==> src/rtl/pfu_pkg.sv <==
// pfu_pkg: shared widths, zero constants and state encoding for the prefetch unit.
package pfu_pkg;
    localparam int PC_WIDTH   = 32;
    localparam int INST_WIDTH = 32;
    localparam logic [PC_WIDTH-1:0]   ZERO_PC   = '0;
    localparam logic [INST_WIDTH-1:0] ZERO_INST = '0;
    typedef enum logic [1:0] {IDLE, FETCH, DRAIN} pfu_state_e;
endpackage

==> src/rtl/pfu_inst_queue.sv <==
// pfu_inst_queue: first-word-fall-through FIFO holding {pc, inst} pairs.
module pfu_inst_queue #(
    parameter int DEPTH = 4,
    parameter int W     = 64
) (
    input  logic                   clk_i,
    input  logic                   rst_i,
    input  logic                   i_clear,
    input  logic                   i_push,
    input  logic                   i_pop,
    input  logic [W-1:0]           i_data,
    output logic [W-1:0]           o_data,
    output logic [$clog2(DEPTH):0] o_count
);
    localparam int AW = $clog2(DEPTH);
    localparam logic [AW:0] FULL = (AW+1)'(DEPTH);
    logic [W-1:0]  r_mem [DEPTH];
    logic [AW-1:0] r_rd, r_wr;
    logic [AW:0]   r_count;
    logic          w_push, w_pop;
    assign w_pop   = i_pop && r_count != '0;
    assign w_push  = i_push && (r_count != FULL || w_pop);
    assign o_data  = r_count != '0 ? r_mem[r_rd] : '0;
    assign o_count = r_count;
    always_ff @(posedge clk_i) begin
        if (rst_i || i_clear) begin
            r_rd    <= '0;
            r_wr    <= '0;
            r_count <= '0;
        end else begin
            r_rd    <= r_rd + AW'(w_pop);
            r_wr    <= r_wr + AW'(w_push);
            r_count <= r_count + (AW+1)'(w_push) - (AW+1)'(w_pop);
        end
    end
    always_ff @(posedge clk_i) begin
        if (w_push)
            r_mem[r_wr] <= i_data;
    end
endmodule

==> src/rtl/pfu.sv <==
// pfu: prefetch unit issuing in-order fetches with credit-based flow control
// into a small instruction queue; flush redirects and drops in-flight responses.
module pfu import pfu_pkg::*; #(
    parameter logic [PC_WIDTH-1:0] RESET_PC    = ZERO_PC,
    parameter int                  QUEUE_DEPTH = 4
) (
    input  logic                  clk_i,
    input  logic                  rst_i,
    output logic                  pfu2mem_req_o,
    output logic [PC_WIDTH-1:0]   pfu2mem_addr_o,
    input  logic                  mem2pfu_gnt_i,
    input  logic                  mem2pfu_rsp_valid_i,
    input  logic [INST_WIDTH-1:0] mem2pfu_rsp_inst_i,
    input  logic                  ctrl2pfu_flush_i,
    input  logic [PC_WIDTH-1:0]   ctrl2pfu_redirect_pc_i,
    input  logic                  ctrl2pfu_stall_i,
    output logic                  pfu2dpu_valid_o,
    output logic [INST_WIDTH-1:0] pfu2dpu_inst_o,
    output logic [PC_WIDTH-1:0]   pfu2dpu_pc_o,
    input  logic                  dpu2pfu_ready_i
);
    localparam int CW = $clog2(QUEUE_DEPTH) + 1;
    localparam logic [CW:0] DEPTH_EXT = (CW+1)'(QUEUE_DEPTH);
    pfu_state_e                   r_state, w_state_next;
    logic [PC_WIDTH-1:0]          r_fetch_pc, r_rsp_pc, w_redirect_pc;
    logic [CW-1:0]                r_outstanding, r_drop_cnt, w_out_next, w_drop_next, w_count;
    logic                         w_req, w_gnt, w_drop, w_push, w_pop;
    logic [PC_WIDTH+INST_WIDTH-1:0] w_head;
    // Credits: in-flight requests plus queued words never exceed the queue size.
    assign w_req = r_state == FETCH && !ctrl2pfu_stall_i && !ctrl2pfu_flush_i &&
                   ({1'b0, r_outstanding} + {1'b0, w_count} < DEPTH_EXT);
    assign w_gnt         = w_req && mem2pfu_gnt_i;
    assign w_drop        = mem2pfu_rsp_valid_i && r_drop_cnt != '0;
    assign w_push        = mem2pfu_rsp_valid_i && !w_drop && !ctrl2pfu_flush_i;
    assign w_pop         = pfu2dpu_valid_o && dpu2pfu_ready_i;
    assign w_out_next    = r_outstanding + CW'(w_gnt) - CW'(mem2pfu_rsp_valid_i);
    assign w_drop_next   = ctrl2pfu_flush_i ? w_out_next : r_drop_cnt - CW'(w_drop);
    assign w_redirect_pc = {ctrl2pfu_redirect_pc_i[PC_WIDTH-1:2], 2'b00};
    assign pfu2mem_req_o   = w_req;
    assign pfu2mem_addr_o  = r_fetch_pc;
    assign pfu2dpu_valid_o = w_count != '0 && !ctrl2pfu_flush_i;
    assign {pfu2dpu_pc_o, pfu2dpu_inst_o} = w_head;
    always_comb begin
        w_state_next = r_state;
        if (r_state == IDLE)
            w_state_next = FETCH;
        else if (ctrl2pfu_flush_i || r_state == DRAIN)
            w_state_next = w_drop_next != '0 ? DRAIN : FETCH;
    end
    always_ff @(posedge clk_i) begin
        if (rst_i) begin
            r_state       <= IDLE;
            r_fetch_pc    <= RESET_PC;
            r_rsp_pc      <= RESET_PC;
            r_outstanding <= '0;
            r_drop_cnt    <= '0;
        end else begin
            r_state       <= w_state_next;
            r_outstanding <= w_out_next;
            r_drop_cnt    <= w_drop_next;
            r_fetch_pc    <= ctrl2pfu_flush_i ? w_redirect_pc : w_gnt ? r_fetch_pc + 32'd4 : r_fetch_pc;
            r_rsp_pc      <= ctrl2pfu_flush_i ? w_redirect_pc : w_push ? r_rsp_pc + 32'd4 : r_rsp_pc;
        end
    end
    pfu_inst_queue #(
        .DEPTH(QUEUE_DEPTH),
        .W    (PC_WIDTH + INST_WIDTH)
    ) u_queue (
        .clk_i  (clk_i),
        .rst_i  (rst_i),
        .i_clear(ctrl2pfu_flush_i),
        .i_push (w_push),
        .i_pop  (w_pop),
        .i_data ({r_rsp_pc, mem2pfu_rsp_inst_i}),
        .o_data (w_head),
        .o_count(w_count)
    );
endmodule
==> config.mk <==
export PLATFORM = sky130hd
export DESIGN_NAME = pfu
export DESIGN_NICKNAME = d
export VERILOG_FILES = /design/src/rtl/pfu_pkg.sv /design/src/rtl/pfu_inst_queue.sv /design/src/rtl/pfu.sv
export SDC_FILE = /design/constraint.sdc
export NUM_CORES = 1
export LEC_CHECK = 0
export BUFFER_PORTS_ARGS = -buffer_cell sky130_fd_sc_hd__buf_4
export CAP_MARGIN = 20
export CORE_MARGIN = 5
export CORE_UTILIZATION = 50
export CTS_CLUSTER_DIAMETER = 120
export DETAILED_ROUTE_END_ITERATION = 12
export HOLD_SLACK_MARGIN = 0.12
export PLACE_DENSITY = 0.79
export SYNTH_ARGS = -nofsm -noshare
export SYNTH_HDL_FRONTEND = slang
export SYNTH_SLANG_ARGS = --single-unit
export TNS_END_PERCENT = 5
==> constraint.sdc <==
create_clock -name clk_i -period 7.4 [get_ports clk_i]
set_input_delay 1.48 -clock clk_i [delete_from_list [all_inputs] [get_ports clk_i]]
set_output_delay 1.48 -clock clk_i [all_outputs]
set_load 0.01 [all_outputs]
==> metrics <==
initial antenna violation count=0; CP required=7.83 ns; ranking of synthesized cells by area=edfxtp_1 (55%), dfxtp_1 (11%), mux4_2 (10%); post-DR wirelength/cell=20.2 um; status=complete, no violations; Post-synth EDFFs=248; CP peak stage delay=0.62 ns; Final ANT Viol Nets=0; arrival time worst endpoint=4.97 ns; diode count=0; Rows=60; largest net degree at the start of global routing=64; Top FF cell, synth=edfxtp_1; Synth cell types=59; CTS sink cnt=323; Fin Setup TNS=0 ns; power per cell area=254 nW/um2; Pleak=0.00561 uW; clk_skew=0.0150 ns; Top delay family on crit path=adder cells; CTS H-Tree Depth=2; PortBufs=162; Synth Cell Area=13,600 um2; CTS Root Cell=clkbuf_16; TritonCTS buffer count=34; sequential cell area fraction in the yosys report=65.9%; vias in the first global route=8,302; Place WS=2.35 ns; crit share post-route=61.4%; Core Footprint=26,900 um2; Slew Viols, Final=0; RSZ-0062 raised after global routing=no; GR Util All Layers=18.6%; max_cap viols=0; cell taking the most area after synthesis=edfxtp_1; die width=175 um; share of layout cells above drive strength 1=27.7%; actual slew at the worst max-slew pin=1.00 ns; DRC Markers=0; Final nets=1,147; CTS Hold Bufs=0; P&R area growth vs syn=19.0%; most common cell in the netlist=edfxtp_1; final setup fails=0; Resized Gates After CTS=0; Buf/Inv on CP=3; top cells by count, synth=edfxtp_1 (248), dfxtp_1 (75), nor2b_1 (68), mux4_2 (62), nor2_1 (48); DP Cell Count=1,367; # fillers=1,998; Max Freq=0.220 GHz; Final WS setup=2.85 ns; Clk Latency, worst-skew pair=0.51 ns; minimum clock period=4.55 ns; initial core utilization=50.5%; die footprint=30,600 um2; reg2reg setup slack=3.29 ns; clock slew at reported path FFs=0.06 ns; Initial DRC Count=508; startpoint types=input pin; Avg Inst Size Synth=15.0 um2; TritonCTS clock tree=built; gr ovfl total=0; Ports=169; Synth top area share=54.8%; first-pass GRT wire length=45.7 mm; Syn Inst Count=907; CP max FO=26; Max clock buf depth=3; Crit Path Class=in2reg; via count=8,231; Min-Delay Path Class=reg2reg; post-synthesis sequential element count=323; number of setup buffers added after CTS=0; DPL Wire Length=18.0 mm; VDD IR-drop max=134 uV; cell-by-cell trace of the critical path=buf_4 -> nor4b_1 -> and4_1 -> inv_1 -> ha_1 -> inv_1 -> ha_1 -> fa_1 -> xnor2_1 -> xnor2_1 -> a21oi_1 -> a21bo_2 -> a21oi_1; die height=175 um; warnings from Yosys=0; WL final=28.8 mm; final hold violations=0; Design Power=4110 uW; relative slew slack=32.8%; critical path's slowest cell=and4_1; Final GP Congestion=0.833; Final Non-Filler Cells=1,427; Crit. End Element=flip-flop; Vias per Instance=5.77; number of detailed-route iterations in the first pass=4; Async SR Flop Fraction=0%
## through the flow
step | util [%] | hold slack (ns) | cell area [um2]
finish | 60.1 | 0.519 | 16200
global route | 60.1 | 0.539 | 16200
CTS | 60.1 | 0.520 | 16200
detailed placement | 56.0 | 0.515 | 15100
global placement | 56.0 | 0.496 | 15100
floorplan | - | 0.474 | 13600
## report_power, final
group          internal, uW  switching, uW
registers              2030           62.5
logic                   170            181
clock network           988            671
## state kept, by name, summed over array words and instances, names as in the netlist
register         count
u_queue.r_mem      248
pfu2mem_addr_o      30
r_rsp_pc            30
r_drop_cnt           3
r_outstanding        3
u_queue.o_count      3
r_state              2
u_queue.r_rd         2
u_queue.r_wr         2
## cells in the final DEF, fill, tap and decap left out, types with 8 or more instances in the layout
| master | count |
|---|---|
| mux4_2 | 62 |
| and4_1 | 9 |
| ha_1 | 12 |
| nand3_1 | 18 |
| nor2_1 | 46 |
| o21ai_0 | 17 |
| a21oi_1 | 22 |
| a21boi_0 | 13 |
| edfxtp_1 | 248 |
| and3_1 | 15 |
| nor2b_1 | 68 |
| and2_1 | 8 |
| or3_1 | 9 |
| clkbuf_16 | 37 |
| inv_1 | 24 |
| xor2_1 | 25 |
| xnor2_1 | 17 |
| a211oi_1 | 15 |
| a31oi_1 | 21 |
| dfxtp_1 | 73 |
| buf_4 | 171 |
| nand2_1 | 40 |
| nand4_1 | 24 |
## worst register-to-register path, stage by stage (launching register included)
cell and delay [ns]:
dfxtp_1 0.42, ha_1 0.27, nor4b_1 0.28, and4_1 0.62, inv_1 0.53, ha_1 0.44
inv_1 0.04, ha_1 0.18, fa_1 0.37, xnor2_1 0.20, xnor2_1 0.18, a21oi_1 0.14
a21bo_2 0.23, a21oi_1 0.13
## metal layers
layer / routed length, um / GRT usage, %
met4: 474 / 4.35
met2: 13300 / 29.5
met3: 2530 / 3.96
met5: 0 / 0
met1: 12500 / 26.9
## kinds of logic after synthesis
kind of cell,after synthesis,synth area share (%)
other cells,1,0.0276
simple gates,267,11.2
flops,323,65.9
xor+xnor,42,2.71
fa+ha+maj,14,1.40
buf+inv,80,2.70
mux,65,10.5
compound gates,115,5.58
## worst paths after layout
path / endpoint / from / cells after the start
worst max-delay path: r_state[1]$_SDFFE_PP0P_ / ctrl2pfu_stall_i / 13
worst min-delay path: r_state[1]$_SDFFE_PP0P_ / r_state[0]$_SDFFE_PP0P_ / 2
worst max register to register: r_state[1]$_SDFFE_PP0P_ / u_queue.o_count[2]$_SDFF_PP0_ / 13
worst min register to register: r_state[1]$_SDFFE_PP0P_ / r_state[0]$_SDFFE_PP0P_ / 2
## area by class of cell
cell class,instances,area (um2),area share (%)
clock buffer,42,955,5.91
multi-input combinational,507,4300,26.6
tap,341,427,2.64
clock inverter,18,148,0.913
inverter,25,93.8,0.581
sequential,323,8950,55.4
timing repair buffer,171,1280,7.94
Power figures use the tool's default switching activity.
